File: src/rtl/ecc_apb_sequencer_if.sv
// Bundle of command, APB, ECC-completion and response signals for ecc_apb_sequencer.
// The sequencer connects through the master modport; its environment uses slave.
interface ecc_apb_sequencer_if #(
    parameter int DATA_WIDTH      = 32,
    parameter int AMBA_ADDR_WIDTH = 20,
    parameter int AMBA_WORD       = 32
);
    logic                       cmd_valid;
    logic                       cmd_ready;
    logic [1:0]                 cmd_op;
    logic [1:0]                 cmd_width;
    logic [AMBA_WORD-1:0]       cmd_data;
    logic [AMBA_WORD-1:0]       cmd_noise;

    logic [AMBA_ADDR_WIDTH-1:0] PADDR;
    logic [AMBA_WORD-1:0]       PWDATA;
    logic                       PSEL;
    logic                       PENABLE;
    logic                       PWRITE;

    logic                       operation_done;
    logic [DATA_WIDTH-1:0]      data_out;
    logic [1:0]                 num_of_errors;

    logic                       rsp_valid;
    logic [DATA_WIDTH-1:0]      rsp_data;
    logic [1:0]                 rsp_errors;
    logic [1:0]                 rsp_status;
    logic                       busy;

    modport master (
        input  cmd_valid, cmd_op, cmd_width, cmd_data, cmd_noise,
        input  operation_done, data_out, num_of_errors,
        output cmd_ready, PADDR, PWDATA, PSEL, PENABLE, PWRITE,
        output rsp_valid, rsp_data, rsp_errors, rsp_status, busy
    );

    modport slave (
        output cmd_valid, cmd_op, cmd_width, cmd_data, cmd_noise,
        output operation_done, data_out, num_of_errors,
        input  cmd_ready, PADDR, PWDATA, PSEL, PENABLE, PWRITE,
        input  rsp_valid, rsp_data, rsp_errors, rsp_status, busy
    );
endinterface

File: src/rtl/ecc_apb_sequencer.sv
// Turns one ECC command into four APB register writes, waits for the ECC block to
// finish (with timeout) and returns a single-cycle response. All outputs registered.
module ecc_apb_sequencer #(
    parameter int DATA_WIDTH      = 32,
    parameter int AMBA_ADDR_WIDTH = 20,
    parameter int AMBA_WORD       = 32,
    parameter int TIMEOUT_CYCLES  = 1024
) (
    input  logic                  clk,
    input  logic                  rst,
    ecc_apb_sequencer_if.master   bus
);

    typedef enum logic [2:0] {
        ST_IDLE      = 3'd0,
        ST_SETUP     = 3'd1,
        ST_ACCESS    = 3'd2,
        ST_WAIT_DONE = 3'd3,
        ST_RESP      = 3'd4
    } state_t;

    localparam int CNT_W = (TIMEOUT_CYCLES > 1) ? $clog2(TIMEOUT_CYCLES) : 1;
    localparam logic [CNT_W-1:0] CNT_LAST = CNT_W'(TIMEOUT_CYCLES - 1);

    localparam logic [1:0] STATUS_OK      = 2'd0;
    localparam logic [1:0] STATUS_TIMEOUT = 2'd1;
    localparam logic [1:0] STATUS_ILLEGAL = 2'd2;

    state_t                     state_r;
    logic [1:0]                 idx_r;
    logic [CNT_W-1:0]           cnt_r;
    logic [1:0]                 op_r;
    logic [1:0]                 width_r;
    logic [AMBA_WORD-1:0]       data_r;
    logic [AMBA_WORD-1:0]       noise_r;
    logic [AMBA_ADDR_WIDTH-1:0] paddr_r;
    logic [AMBA_WORD-1:0]       pwdata_r;
    logic                       psel_r;
    logic                       penable_r;
    logic                       pwrite_r;
    logic                       rsp_valid_r;
    logic [DATA_WIDTH-1:0]      rsp_data_r;
    logic [1:0]                 rsp_errors_r;
    logic [1:0]                 rsp_status_r;
    logic                       busy_r;
    logic                       cmd_ready_r;

    logic [1:0]                 next_idx_s;
    logic                       accept_s;
    logic                       illegal_s;

    // Write order: CODEWORD_WIDTH, DATA_IN, NOISE, then CTRL which starts the ECC block.
    function automatic logic [AMBA_ADDR_WIDTH-1:0] reg_addr(input logic [1:0] idx);
        case (idx)
            2'd0:    reg_addr = AMBA_ADDR_WIDTH'(8'h08);
            2'd1:    reg_addr = AMBA_ADDR_WIDTH'(8'h04);
            2'd2:    reg_addr = AMBA_ADDR_WIDTH'(8'h0C);
            default: reg_addr = AMBA_ADDR_WIDTH'(8'h00);
        endcase
    endfunction

    function automatic logic [AMBA_WORD-1:0] reg_data(
        input logic [1:0]           idx,
        input logic [1:0]           op,
        input logic [1:0]           width,
        input logic [AMBA_WORD-1:0] data,
        input logic [AMBA_WORD-1:0] noise
    );
        case (idx)
            2'd0:    reg_data = AMBA_WORD'(width);
            2'd1:    reg_data = data;
            2'd2:    reg_data = noise;
            default: reg_data = AMBA_WORD'(op);
        endcase
    endfunction

    // Handshake decode and next write index.
    always_comb begin
        next_idx_s = idx_r + 2'd1;
        accept_s   = bus.cmd_valid && cmd_ready_r;
        illegal_s  = (bus.cmd_op == 2'd3) || (bus.cmd_width == 2'd3);
    end

    // Sequencer FSM with all outputs registered.
    always_ff @(posedge clk) begin
        if (!rst) begin
            state_r      <= ST_IDLE;
            idx_r        <= 2'd0;
            cnt_r        <= '0;
            op_r         <= 2'd0;
            width_r      <= 2'd0;
            data_r       <= '0;
            noise_r      <= '0;
            paddr_r      <= '0;
            pwdata_r     <= '0;
            psel_r       <= 1'b0;
            penable_r    <= 1'b0;
            pwrite_r     <= 1'b0;
            rsp_valid_r  <= 1'b0;
            rsp_data_r   <= '0;
            rsp_errors_r <= 2'd0;
            rsp_status_r <= 2'd0;
            busy_r       <= 1'b0;
            cmd_ready_r  <= 1'b0;
        end else begin
            case (state_r)
                ST_IDLE: begin
                    if (accept_s) begin
                        op_r        <= bus.cmd_op;
                        width_r     <= bus.cmd_width;
                        data_r      <= bus.cmd_data;
                        noise_r     <= bus.cmd_noise;
                        cmd_ready_r <= 1'b0;
                        busy_r      <= 1'b1;
                        idx_r       <= 2'd0;
                        if (illegal_s) begin
                            state_r      <= ST_RESP;
                            rsp_valid_r  <= 1'b1;
                            rsp_status_r <= STATUS_ILLEGAL;
                            rsp_data_r   <= '0;
                            rsp_errors_r <= 2'd0;
                        end else begin
                            state_r   <= ST_SETUP;
                            psel_r    <= 1'b1;
                            penable_r <= 1'b0;
                            pwrite_r  <= 1'b1;
                            paddr_r   <= reg_addr(2'd0);
                            pwdata_r  <= reg_data(2'd0, bus.cmd_op, bus.cmd_width,
                                                  bus.cmd_data, bus.cmd_noise);
                        end
                    end else begin
                        cmd_ready_r <= 1'b1;
                    end
                end
                ST_SETUP: begin
                    penable_r <= 1'b1;
                    state_r   <= ST_ACCESS;
                end
                ST_ACCESS: begin
                    penable_r <= 1'b0;
                    if (idx_r != 2'd3) begin
                        idx_r    <= next_idx_s;
                        paddr_r  <= reg_addr(next_idx_s);
                        pwdata_r <= reg_data(next_idx_s, op_r, width_r, data_r, noise_r);
                        state_r  <= ST_SETUP;
                    end else begin
                        psel_r   <= 1'b0;
                        pwrite_r <= 1'b0;
                        paddr_r  <= '0;
                        pwdata_r <= '0;
                        cnt_r    <= '0;
                        state_r  <= ST_WAIT_DONE;
                    end
                end
                ST_WAIT_DONE: begin
                    // A completion on the final timeout cycle still counts as success.
                    if (bus.operation_done) begin
                        rsp_valid_r  <= 1'b1;
                        rsp_data_r   <= bus.data_out;
                        rsp_errors_r <= bus.num_of_errors;
                        rsp_status_r <= STATUS_OK;
                        state_r      <= ST_RESP;
                    end else if (cnt_r == CNT_LAST) begin
                        rsp_valid_r  <= 1'b1;
                        rsp_data_r   <= '0;
                        rsp_errors_r <= 2'd0;
                        rsp_status_r <= STATUS_TIMEOUT;
                        state_r      <= ST_RESP;
                    end else begin
                        cnt_r <= cnt_r + CNT_W'(1);
                    end
                end
                ST_RESP: begin
                    rsp_valid_r <= 1'b0;
                    busy_r      <= 1'b0;
                    cmd_ready_r <= 1'b1;
                    cnt_r       <= '0;
                    idx_r       <= 2'd0;
                    state_r     <= ST_IDLE;
                end
                default: begin
                    state_r     <= ST_IDLE;
                    psel_r      <= 1'b0;
                    penable_r   <= 1'b0;
                    pwrite_r    <= 1'b0;
                    rsp_valid_r <= 1'b0;
                    busy_r      <= 1'b0;
                    cmd_ready_r <= 1'b0;
                end
            endcase
        end
    end

    assign bus.cmd_ready  = cmd_ready_r;
    assign bus.PADDR      = paddr_r;
    assign bus.PWDATA     = pwdata_r;
    assign bus.PSEL       = psel_r;
    assign bus.PENABLE    = penable_r;
    assign bus.PWRITE     = pwrite_r;
    assign bus.rsp_valid  = rsp_valid_r;
    assign bus.rsp_data   = rsp_data_r;
    assign bus.rsp_errors = rsp_errors_r;
    assign bus.rsp_status = rsp_status_r;
    assign bus.busy       = busy_r;

endmodule

File: src/flat_wrapper.sv
// flat-port wrapper written by rule: the top's interface ports become plain ports
module ecc_apb_sequencer_flat 
#(
    parameter int DATA_WIDTH      = 32,
    parameter int AMBA_ADDR_WIDTH = 20,
    parameter int AMBA_WORD       = 32,
    parameter int TIMEOUT_CYCLES  = 1024
)
  (clk, rst, bus_cmd_valid, bus_cmd_op, bus_cmd_width, bus_cmd_data, bus_cmd_noise, bus_operation_done, bus_data_out, bus_num_of_errors, bus_cmd_ready, bus_PADDR, bus_PWDATA, bus_PSEL, bus_PENABLE, bus_PWRITE, bus_rsp_valid, bus_rsp_data, bus_rsp_errors, bus_rsp_status, bus_busy);
  ecc_apb_sequencer_if #(.DATA_WIDTH(DATA_WIDTH), .AMBA_ADDR_WIDTH(AMBA_ADDR_WIDTH), .AMBA_WORD(AMBA_WORD)) bus_i ();
  input  logic clk;
  input  logic rst;
  input wire logic [$bits(bus_i.cmd_valid)-1:0] bus_cmd_valid;
  input wire logic [$bits(bus_i.cmd_op)-1:0] bus_cmd_op;
  input wire logic [$bits(bus_i.cmd_width)-1:0] bus_cmd_width;
  input wire logic [$bits(bus_i.cmd_data)-1:0] bus_cmd_data;
  input wire logic [$bits(bus_i.cmd_noise)-1:0] bus_cmd_noise;
  input wire logic [$bits(bus_i.operation_done)-1:0] bus_operation_done;
  input wire logic [$bits(bus_i.data_out)-1:0] bus_data_out;
  input wire logic [$bits(bus_i.num_of_errors)-1:0] bus_num_of_errors;
  output wire logic [$bits(bus_i.cmd_ready)-1:0] bus_cmd_ready;
  output wire logic [$bits(bus_i.PADDR)-1:0] bus_PADDR;
  output wire logic [$bits(bus_i.PWDATA)-1:0] bus_PWDATA;
  output wire logic [$bits(bus_i.PSEL)-1:0] bus_PSEL;
  output wire logic [$bits(bus_i.PENABLE)-1:0] bus_PENABLE;
  output wire logic [$bits(bus_i.PWRITE)-1:0] bus_PWRITE;
  output wire logic [$bits(bus_i.rsp_valid)-1:0] bus_rsp_valid;
  output wire logic [$bits(bus_i.rsp_data)-1:0] bus_rsp_data;
  output wire logic [$bits(bus_i.rsp_errors)-1:0] bus_rsp_errors;
  output wire logic [$bits(bus_i.rsp_status)-1:0] bus_rsp_status;
  output wire logic [$bits(bus_i.busy)-1:0] bus_busy;
  assign bus_i.cmd_valid = bus_cmd_valid;
  assign bus_i.cmd_op = bus_cmd_op;
  assign bus_i.cmd_width = bus_cmd_width;
  assign bus_i.cmd_data = bus_cmd_data;
  assign bus_i.cmd_noise = bus_cmd_noise;
  assign bus_i.operation_done = bus_operation_done;
  assign bus_i.data_out = bus_data_out;
  assign bus_i.num_of_errors = bus_num_of_errors;
  assign bus_cmd_ready = bus_i.cmd_ready;
  assign bus_PADDR = bus_i.PADDR;
  assign bus_PWDATA = bus_i.PWDATA;
  assign bus_PSEL = bus_i.PSEL;
  assign bus_PENABLE = bus_i.PENABLE;
  assign bus_PWRITE = bus_i.PWRITE;
  assign bus_rsp_valid = bus_i.rsp_valid;
  assign bus_rsp_data = bus_i.rsp_data;
  assign bus_rsp_errors = bus_i.rsp_errors;
  assign bus_rsp_status = bus_i.rsp_status;
  assign bus_busy = bus_i.busy;
  ecc_apb_sequencer #(.DATA_WIDTH(DATA_WIDTH), .AMBA_ADDR_WIDTH(AMBA_ADDR_WIDTH), .AMBA_WORD(AMBA_WORD), .TIMEOUT_CYCLES(TIMEOUT_CYCLES)) u_core (.clk(clk), .rst(rst), .bus(bus_i));
endmodule
File: config.mk
export PLATFORM = sky130hd
export DESIGN_NAME = ecc_apb_sequencer_flat
export DESIGN_NICKNAME = d
export VERILOG_FILES = /design/src/rtl/ecc_apb_sequencer_if.sv /design/src/rtl/ecc_apb_sequencer.sv /design/src/flat_wrapper.sv
export SDC_FILE = /design/constraint.sdc
export NUM_CORES = 1
export LEC_CHECK = 0
export CORE_ASPECT_RATIO = 1.4
export CORE_MARGIN = 2
export CORE_UTILIZATION = 45
export CTS_BUF_LIST = sky130_fd_sc_hd__clkbuf_4 sky130_fd_sc_hd__clkbuf_8
export DETAILED_ROUTE_END_ITERATION = 10
export PLACE_DENSITY = 0.78
export SETUP_SLACK_MARGIN = 0.3
export SLEW_MARGIN = 25
export SYNTH_ARGS = -nofsm -noshare
export SYNTH_HDL_FRONTEND = slang
export SYNTH_SLANG_ARGS = --single-unit
File: constraint.sdc
create_clock -name clk -period 2.4 [get_ports clk]
set_input_delay 0.48 -clock clk [delete_from_list [all_inputs] [get_ports clk]]
set_output_delay 0.48 -clock clk [all_outputs]
set_load 0.05 [all_outputs]
==> impl_results.md <==
* Htree depth at 4
* Cell variety after synth at 46
* CP peak stage delay at 0.80 ns
* RSZ-0062 raised after global routing: no
* FF-to-FF End: u_core.bus.rsp_data[3]$_SDFFE_PN0P_
* Hold Path Origin: u_core.bus.rsp_status[0]$_SDFFE_PN0P_
* Synth top area share at 50.4%
* Leakage power at around 0.0038 uW
* Worst R2R Start: u_core.cnt_r[0]$_SDFFE_PN0P_
* Global route overflow at 0
* Post-synthesis cell area at 0.00628 mm^2
* Hold crit path type: flop to flop
* Num CTS Buffers at 17
* Die extent in x at between 100 and 150 um
* Final TNS setup at 0 ns
* Fin crit period at 2.07 ns
* Total power draw at ~5300 uW
* Top cells by count, synth: dfxtp_1 (158), nand2_1 (151), a21oi_1 (83)
* CP Capture Type: output port
* Post-synthesis register bit count at 158
* 1st-iter DRT viols at between 300 and 400
* Status: finished, final reports clean
* CTS Root Cell: clkbuf_8
* Routed vias/inst at between 5 and 6
* Largest net degree at the start of global routing at about 110
* Main synth FF type: dfxtp_1
* GPL Wtd Cong at roughly 0.9
* Share of layout cells above drive strength 1 at between 7 and 8%
* Sw frac at 28.2%
* Gr usage total at between 20% and 30%
* Sequential share of power at 52.5%
* First-pass detailed-route iteration total at 5
* Die area at about 0.015 mm^2
* Port Buf Inserts at roughly 180
* Final setup viols at 0
* CTS Hold Bufs at 0
* Power share of the combinational group at between 10% and 20%
* Worst hold stages at 2
* Worst Reg2Reg Path Length in Cells at 7
* Sink Count at ~160
* DP HPWL at 11,400 um
* Core area at ~0.014 mm^2
* Fill cells at 1,218
* Area contributors post-synth: dfxtp_1 (50%), nand2_1 (9.0%), a22o_1 (8.9%)
* Worst path bufs/invs at 1
* Crit share post-route at around 86%
* Skew final at about 0.012 ns
* Synth Warn # at 0
* Worst setup SP type: flop
* First-pass GRT wire length at ~26,000 um
* Avg Inst Size Synth at 8.82 um^2
* Initial Util at 45.5%
* Yosys top cell by area: dfxtp_1
* Die Span Y at 144 um
* Peak VDD IR at roughly 0.34 mV
* Fmax at 0.483 GHz
* Cell row count at a little over 50
* Post-synth EDFFs at 0
* Clock share of power at about a third
* Vias in the first global route at ~5,400
* WP data arrival at around 1.6 ns
* Via count at around 5,700
* Worst Max-Slew Pin Slew at 0.579 ns
* # IOs at 200
* Pwr dens at 616 mW/mm^2
* Clk slew on worst S/H paths at approximately 0.08 ns
* Synth-to-Final Area Change at 36.2%
* NetSw at about 1500 uW
* Max-Cap Viols at 0
* WP data required at 1.92 ns
* Initial antenna violation count at 0
* Routed Wire Length at roughly 16,000 um
* Pint at 3780 uW
* Count leader, synth: dfxtp_1
* Final ANT Viol Nets at 0
* Slew Limit Headroom at between 60% and 70%
* Slowest CP cell: clkdlybuf4s50_1
* Maximum fanout along the worst path at 2
* Max clock buf depth at 2
* Kind of critical path: flop to output port
* # diodes at 0
* Clk_lat worst skew at 0.46 ns
* Wire per inst at around 15 um
* Final Hold Fails at 0
* Fin. max-slew vios at 0
* CTS tree: built
* Synth Instances at roughly 710
* Reg2Reg Setup Slack at just over 0.4 ns
* DRC at 0
* Hold Path Sink: u_core.bus.rsp_status[0]$_SDFFE_PN0P_
* CP top delay family: buffers and inverters
* Ys async rst share at 0%
* Final net count at 987
* Sequential area share after synthesis at approximately half
* Crit path cell chain: clkdlybuf4s50_1
## kinds of logic (layout without fill, tap and decap cells)
group / count (synthesis) / count (layout) / synth area share (%)
AND/OR/NAND/NOR: 237 / 237 / 16.0
adder cells (fa/ha/maj): 7 / 7 / 1.40
other: 1 / 18 / 0.0597
multiplexers: 1 / 1 / 0.159
flip-flops: 158 / 158 / 50.4
AO/OA/AOI/OAI: 225 / 225 / 24.8
buffers and inverters: 83 / 241 / 7.20
## power by group through the flow
stage	clock network (uW)	registers, uW	logic, uW
floorplan	0	2860	395
global placement	0	2820	706
detailed placement	0	2820	715
CTS	1850	2760	706
global route	1960	2770	761
finish	1800	2760	703
## layer usage
metal,share of wire (%),wire length (um),GRT usage [%],up-vias
met1,40,6550,24.3,2633
met5,0,0,0,-
met3,6.7,1100,5.08,29
li1,-,-,-,2795
met2,51,8420,38.8,224
met4,2.2,358,8.89,0
## cells in the final DEF (no fill, tap or decap), types with 2 or more instances in the layout
cell and n:
ha_1 6, nor3_1 6, a222oi_1 2, dlymetal6s2s_1 21
inv_6 4, o221a_2 5, o21a_1 2, and2_1 2
o21ai_1 2, nand2_1 151, clkdlybuf4s50_1 107, dlygate4sd2_1 53
nand3_1 7, a21oi_1 83, nand2b_1 2, buf_12 5
nor3_4 2, nor2b_1 2, nor2_1 51, clkbuf_8 18
o21ai_0 15, clkinv_4 4, a311oi_1 3, and4_1 2
buf_4 14, dfxtp_1 158, conb_1 18, a41oi_1 3
clkinvlp_4 5, a22oi_1 31, nand4_1 3, a31oi_1 5
inv_1 8, a22o_1 64
## worst max path at each step
stage / to / depth (start not counted) / start / slack, ns
3_3_place_gp: u_core.bus.PWDATA[19]$_SDFFE_PN0P_ / 7 / bus_cmd_valid / 0.29
6_report: bus_rsp_data[5] / 1 / u_core.bus.rsp_data[5]$_SDFFE_PN0P_ / 0.33
4_1_cts: bus_rsp_data[30] / 1 / u_core.bus.rsp_data[30]$_SDFFE_PN0P_ / 0.30
5_1_grt: bus_rsp_data[5] / 1 / u_core.bus.rsp_data[5]$_SDFFE_PN0P_ / 0.30
3_5_place_dp: u_core.bus.PWDATA[4]$_SDFFE_PN0P_ / 7 / bus_cmd_width[1] / 0.24
2_1_floorplan: u_core.bus.rsp_status[0]$_SDFFE_PN0P_ / 7 / u_core.bus.cmd_ready$_SDFFE_PN0N_ / 0.67
## flip-flops by register name, indices dropped and copies added (netlist names), 3 cells and up
| signal | cells |
|---|---|
| u_core.bus.PWDATA | 32 |
| u_core.noise_r | 32 |
| u_core.data_r | 32 |
| u_core.bus.rsp_data | 32 |
| u_core.cnt_r | 10 |
| u_core.state_r | 3 |
## stage by stage
| stage | setup slack, ns | utilization, % | hold WS [ns] | instance area (um^2) | cells |
|---|---|---|---|---|---|
| 6_report | 0.332 | 62.0 | 0.446 | 8550 | 1072 |
| 5_1_grt | 0.304 | 62.0 | 0.467 | 8550 | 1072 |
| 4_1_cts | 0.301 | 61.5 | 0.451 | 8480 | 1070 |
| 3_5_place_dp | 0.242 | 59.4 | 0.440 | 8180 | 1038 |
| 3_3_place_gp | 0.288 | 59.4 | 0.434 | 8180 | 1038 |
| 2_1_floorplan | 0.668 | - | 0.436 | 6340 | 729 |
## what timing repair did
item	in CTS	in global routing
endpoints found under the setup margin	53	41
pin swaps	0	1
buffers inserted	0	2
resized for setup	53	23
## layout make-up
type / count / area, um^2 / share of cell area (%)
Clock buffer: 19 / 255 / 2.99
Multi-Input combinational cell: 488 / 2750 / 32.2
Inverter: 9 / 35.0 / 0.410
Tap cell: 185 / 231 / 2.71
Sequential cell: 158 / 3160 / 37.0
Clock inverter: 13 / 108 / 1.26
Timing Repair Buffer: 200 / 2000 / 23.4
Note: power is estimated with default switching activity, not from simulation.
==> edit 1, RTL diff (same flow settings) <==
`AMBA_WORD` is set to 32 in 3 places; all go to 64.
--- a/src/rtl/ecc_apb_sequencer_if.sv
+++ b/src/rtl/ecc_apb_sequencer_if.sv
@@ -3,7 +3,7 @@
 interface ecc_apb_sequencer_if #(
     parameter int DATA_WIDTH      = 32,
     parameter int AMBA_ADDR_WIDTH = 20,
-    parameter int AMBA_WORD       = 32
+    parameter int AMBA_WORD       = 64
 );
     logic                       cmd_valid;
     logic                       cmd_ready;
--- a/src/rtl/ecc_apb_sequencer.sv
+++ b/src/rtl/ecc_apb_sequencer.sv
@@ -3,7 +3,7 @@
 module ecc_apb_sequencer #(
     parameter int DATA_WIDTH      = 32,
     parameter int AMBA_ADDR_WIDTH = 20,
-    parameter int AMBA_WORD       = 32,
+    parameter int AMBA_WORD       = 64,
     parameter int TIMEOUT_CYCLES  = 1024
 ) (
     input  logic                  clk,
--- a/src/flat_wrapper.sv
+++ b/src/flat_wrapper.sv
@@ -3,7 +3,7 @@
 #(
     parameter int DATA_WIDTH      = 32,
     parameter int AMBA_ADDR_WIDTH = 20,
-    parameter int AMBA_WORD       = 32,
+    parameter int AMBA_WORD       = 64,
     parameter int TIMEOUT_CYCLES  = 1024
 )
   (clk, rst, bus_cmd_valid, bus_cmd_op, bus_cmd_width, bus_cmd_data, bus_cmd_noise, bus_operation_done, bus_data_out, bus_num_of_errors, bus_cmd_ready, bus_PADDR, bus_PWDATA, bus_PSEL, bus_PENABLE, bus_PWRITE, bus_rsp_valid, bus_rsp_data, bus_rsp_errors, bus_rsp_status, bus_busy);
Interface: changed (resized bus_PWDATA, bus_cmd_data and bus_cmd_noise); port bits go from 200 to 296. No check against the original RTL was run, so the function may have changed too.
==> edit 1 against the unedited design <==
Synthesized cell count increased by 58%. Setup slack improved by 0.097 ns. First-iteration DRC count rose by 39%. Sequential cell count grew 96. Routed wire length increased by 70%. Synthesized area is 64% higher. Total power up 82%. Register-to-register slack improved by 0.02 ns. Design area grew 64%. Critical endpoint is now bus_PADDR[3]. Largest power group unchanged.
==> edit 1: results (changes against the unedited design) <==
Outcome = finished, final reports clean (unchanged)
Initial antenna violation count = 2 (was 0)
Mux contribution to synthesized area = 0.000972 (was 0.00159)
Peak VDD IR = 389 uV (was 341 uV)
Cells resized by post-CTS repair = 108 (was 53)
R2R Path End = u_core.cnt_r[3]$_SDFFE_PN0P_ (was u_core.bus.rsp_data[3]$_SDFFE_PN0P_)
Psw = 2.40 mW (was 1.49 mW)
WL met1 = 11600 um (was 6550 um)
Initial DRC count = 487 (was 351)
Post-DP HPWL = 18500 um (was 11400 um)
Reg-to-reg critical path startpoint = u_core.state_r[2]$_SDFFE_PN0P_ (was u_core.cnt_r[0]$_SDFFE_PN0P_)
Final Hold Slack = 0.420 ns (was 0.446 ns)
H-tree depth = 2 (was 4)
Internal reg-to-reg setup slack = 0.43 ns (was 0.41 ns)
Synth Area in Compound Gates = 0.264 (was 0.248)
Synth Area in Adders = 0.00850 (was 0.0140)
Met3 Track Usage GR = 0.0691 (was 0.0508)
CTS Buf Count = 41 (was 17)
Max incr delay on CP = 0.56 ns (was 0.80 ns)
Vias in the first global route = 8640 (was 5427)
Post-synth cell types = 50 (was 46)
Hold Startpoint = rst (was u_core.bus.rsp_status[0]$_SDFFE_PN0P_)
Hold Path End = u_core.bus.PWDATA[1]$_SDFFE_PN0P_ (was u_core.bus.rsp_status[0]$_SDFFE_PN0P_)
Synth area leaders = dfxtp_1 49%, nand2_1 10%, a21boi_0 9.9% (was dfxtp_1 50%, nand2_1 9.0%, a22o_1 8.9%)
Worst-Skew Late Latency = 0.54 ns (was 0.46 ns)
Met3 WL = 2060 um (was 1100 um)
R2R cell count = 6 (was 7)
Largest net degree at the start of global routing = 141 (was 112)
Worst Skew = 0.0103 ns (was 0.0121 ns)
CP startpoint = u_core.bus.PADDR[3]$_SDFFE_PN0P_ (was u_core.bus.rsp_data[5]$_SDFFE_PN0P_)
Mean number of vias per cell = 5.25 (was 5.30)
Global Route Usage Sum = 0.227 (was 0.215)
Met1 track demand over resource = 0.267 (was 0.243)
Highest metal used = met5 (was met4)
DR WL met2 = 13700 um (was 8420 um)
Worst-path clk slew = 0.06 ns (was 0.08 ns)
HP Class = in -> reg (was reg -> reg)
Gpl congestion = 0.819 (was 0.915)
Fraction of layout cells with a size suffix above 1 = 0.0792 (was 0.0778)
Vias = 8935 (was 5681)
Pleak = 5.57 nW (was 3.76 nW)
Post-synthesis area per instance = 9.15 um^2 (was 8.82 um^2)
WHS Path Cells = 3 (was 2)
-- edit 1: cell types whose count changed in the layout (fill, tap and decap cells not counted), moves of 5 or more --
cell,delta
a21boi_0,+136
nand2_1,+126
dfxtp_1,+95
a21oi_1,-75
nor2b_1,+72
clkdlybuf4s50_1,+61
dlygate4sd2_1,+55
a22oi_1,+35
clkbuf_8,+34
nor2_1,-34
a22o_1,+33
dlymetal6s2s_1,-21
clkbuf_4,+11
buf_12,+5
-- edit 1: power by group through the flow --
stage          registers [mW]  clock network (mW)  logic, mW
6_report                 4.49                3.87       1.23
2_1_floorplan            4.62                   0      0.673
3_5_place_dp             4.58                   0       1.25
3_3_place_gp             4.57                   0       1.23
5_1_grt                  4.51                4.15       1.34
4_1_cts                  4.49                3.97       1.24
-- edit 1: cell families after synthesis --
kind of cell    Yosys count
compound gates          348
fa+ha+maj                 7
mux                       1
other cells               1
flops                   254
buf+inv                 115
simple gates            397
xor+xnor                  3
-- edit 1: area by class of cell --
type                    count  area (um^2)  share of cell area
diodes                      1         2.50            0.000179
clock buffers              64          806              0.0576
well taps                 301          377              0.0269
flip-flops and latches    254         5090               0.363
inverters                   4         15.0             0.00107
repair buffers            300         2930               0.210
multi-input cells         774         4720               0.338
clock inverters             5         52.6             0.00375
-- edit 1: worst max path at each step --
stage | end | slack (ns)
after detailed placement | u_core.bus.rsp_data[26]$_SDFFE_PN0P_ | 0.17
after global placement | u_core.bus.rsp_data[23]$_SDFFE_PN0P_ | 0.22
final | bus_PADDR[3] | 0.43
after floorplan | u_core.bus.rsp_data[10]$_SDFFE_PN0P_ | 0.48
after global routing | u_core.cnt_r[2]$_SDFFE_PN0P_ | 0.31
after CTS | u_core.bus.PWDATA[25]$_SDFFE_PN0P_ | 0.34
==> edit 2, RTL diff (config.mk and constraints unchanged) <==
Without the edit above. The 5 states of `state_t` get a one-hot encoding in 5 bits.
--- a/src/rtl/ecc_apb_sequencer.sv
+++ b/src/rtl/ecc_apb_sequencer.sv
@@ -11,12 +11,12 @@
     ecc_apb_sequencer_if.master   bus
 );
 
-    typedef enum logic [2:0] {
-        ST_IDLE      = 3'd0,
-        ST_SETUP     = 3'd1,
-        ST_ACCESS    = 3'd2,
-        ST_WAIT_DONE = 3'd3,
-        ST_RESP      = 3'd4
+    typedef enum logic [4:0] {
+        ST_IDLE      = 5'b00001,
+        ST_SETUP     = 5'b00010,
+        ST_ACCESS    = 5'b00100,
+        ST_WAIT_DONE = 5'b01000,
+        ST_RESP      = 5'b10000
     } state_t;
 
     localparam int CNT_W = (TIMEOUT_CYCLES > 1) ? $clog2(TIMEOUT_CYCLES) : 1;
Function: no difference found for any inputs over 4 cycles, from zero or initial values and one cycle with rst low; so few cycles prove little.
==> edit 2 against the unedited design <==
Design area increased by 8.0%. Synthesized area increased by 9.2%. Clock skew increased by 0.0055 ns. Setup slack got worse by 0.0049 ns. Critical path depth increased by 5. Sequential cell count increased by 2. Via count increased by 16%. Routed wire length increased by 14%. Largest cell class is now multi-input combinational cells.
Power is not compared: it rests on default switching activity, and its combinational part moved more than twofold at a synthesized area within 25%.
==> edit 2: results (changes against the unedited design) <==
Outcome = finished, final reports clean (unchanged)
Pint = 4.50 mW
Largest net degree at the start of global routing = 76 (was 112)
Hold Startpoint = u_core.data_r[14]$_SDFFE_PN0P_ (was u_core.bus.rsp_status[0]$_SDFFE_PN0P_)
Seq/Total Area, Yosys = 0.467 (was 0.504)
Mux contribution to synthesized area = 0.00438 (was 0.00159)
# nets final = 1115 (was 987)
Rel. slew slack = 0.617 (was 0.614)
Ant. Diodes = 0 (unchanged)
Initial antenna violation count = 0 (unchanged)
First-pass GRT wire length = 30200 um (was 26100 um)
Worst Skew = 0.0176 ns (was 0.0121 ns)
Peak VDD IR = 386 uV
DR pass1 iterations = 7 (was 5)
Synth Area in Adders = 0.0128 (was 0.0140)
XOR/XNOR Fraction of Synth Area = 0.00255 (was 0)
HP Class = reg -> reg (unchanged)
Global Route Usage Sum = 0.231 (was 0.215)
Worst-path clk slew = 0.10 ns (was 0.08 ns)
Synth area leaders = dfxtp_1 47%, nand2_1 9.9%, a21oi_1 7.8% (was dfxtp_1 50%, nand2_1 9.0%, a22o_1 8.9%)
YS warnings = 0 (unchanged)
Vias in the first global route = 6158 (was 5427)
CP startpoint = u_core.state_r[3]$_SDFFE_PN0P_ (was u_core.bus.rsp_data[5]$_SDFFE_PN0P_)
Place WS = 0.202 ns (was 0.242 ns)
Vias = 6604 (was 5681)
Worst-Skew Late Latency = 0.46 ns (about the same)
Post-synth ARST share = 0 (unchanged)
Initial DRC count = 386 (was 351)
CTS Buf Count = 17 (unchanged)
Post-synth cell types = 58 (was 46)
Post-DP HPWL = 12400 um (was 11400 um)
Gpl congestion = 0.809 (was 0.915)
Synth Area in Compound Gates = 0.232 (was 0.248)
Most frequent cells after synthesis = 180 x nand2_1, 160 x dfxtp_1, 107 x a21oi_1 (was 158 x dfxtp_1, 151 x nand2_1, 83 x a21oi_1)
Final WL = 18800 um (was 16400 um)
CTS Buffer Depth = 2 (unchanged)
Worst Path Arrival = 2.43 ns (was 1.59 ns)
Crit Path Max Fanout = 9 (was 2)
Root buffer cell = clkbuf_8 (unchanged)
H-tree depth = 4 (unchanged)
Fraction of layout cells with a size suffix above 1 = 0.0818 (was 0.0778)
==> edit 2: changes by cell type in the layout (fill, tap and decap cells not counted), moves of 8 or more <==
cell,change
a21oi_1,+23
dlygate4sd2_1,+16
o2bb2ai_1,+30
nor3_1,+34
o21ai_0,+27
buf_4,+12
dlymetal6s2s_1,-14
nor2_1,-8
a22o_1,-63
nand2_1,+28
==> edit 2: worst paths after layout <==
path	endpoint	slack, ns	cells past startpoint
max reg2reg	u_core.cnt_r[5]$_SDFFE_PN0P_	0.33	6
min reg2reg	u_core.data_r[14]$_SDFFE_PN0P_	0.46	2
max	u_core.cnt_r[5]$_SDFFE_PN0P_	0.33	6
min	u_core.data_r[14]$_SDFFE_PN0P_	0.46	2
==> edit 2: area by class of cell <==
cell class / count / area [um^2]
Timing Repair Buffer: 214 / 2080
Tap cell: 192 / 240
Clock inverter: 15 / 184
Inverter: 6 / 22.5
Multi-Input combinational cell: 603 / 3270
Clock buffer: 17 / 234
Sequential cell: 160 / 3200
Fill cell: 1370 / 5750
==> edit 2: logic make-up after synthesis <==
| logic type | after synthesis |
|---|---|
| compound gates | 255 |
| xor+xnor | 2 |
| fa+ha+maj | 7 |
| buf+inv | 96 |
| flops | 160 |
| mux | 3 |
| other cells | 1 |
| simple gates | 318 |
==> edit 2: repair_timing <==
action	in CTS	in global routing
setup endpoints to repair	69	52
gates resized for setup	69	12
buffers inserted	0	4
==> edit 2: metal layers <==
| metal | track usage | part of all wire | wire length (um) |
|---|---|---|---|
| met5 | 0 | 0 | 0 |
| met4 | 0.0654 | 0.0073 | 137 |
| met3 | 0.0627 | 0.080 | 1500 |
| met2 | 0.393 | 0.50 | 9390 |
| met1 | 0.284 | 0.41 | 7760 |
==> edit 2: per-stage QoR <==
step	hold WS (ns)	util	std cells	total power, mW	instance area, um^2
after global placement	0.441	0.590	1171	5.19	8840
after floorplan	0.436	-	859	4.51	6920
after global routing	0.478	0.616	1207	7.56	9230
after detailed placement	0.446	0.590	1171	5.22	8840
final	0.459	0.616	1207	7.17	9230
after CTS	0.459	0.612	1203	7.21	9170
==> edit 2: power groups by stage <==
stage	Combinational (mW)	Clock [mW]	Sequential [mW]
6_report	2.12	2.02	3.02
3_3_place_gp	2.12	0	3.08
2_1_floorplan	1.35	0	3.17
5_1_grt	2.33	2.19	3.05
3_5_place_dp	2.14	0	3.08
4_1_cts	2.12	2.07	3.02
==> edit 2: worst max-delay path, stage by stage (launching register included) <==
cell,delay (ns)
dfxtp_1,0.44
buf_4,0.20
or3b_1,0.48
nor2_1,0.27
buf_4,0.20
a31oi_1,0.11
a311oi_1,0.28
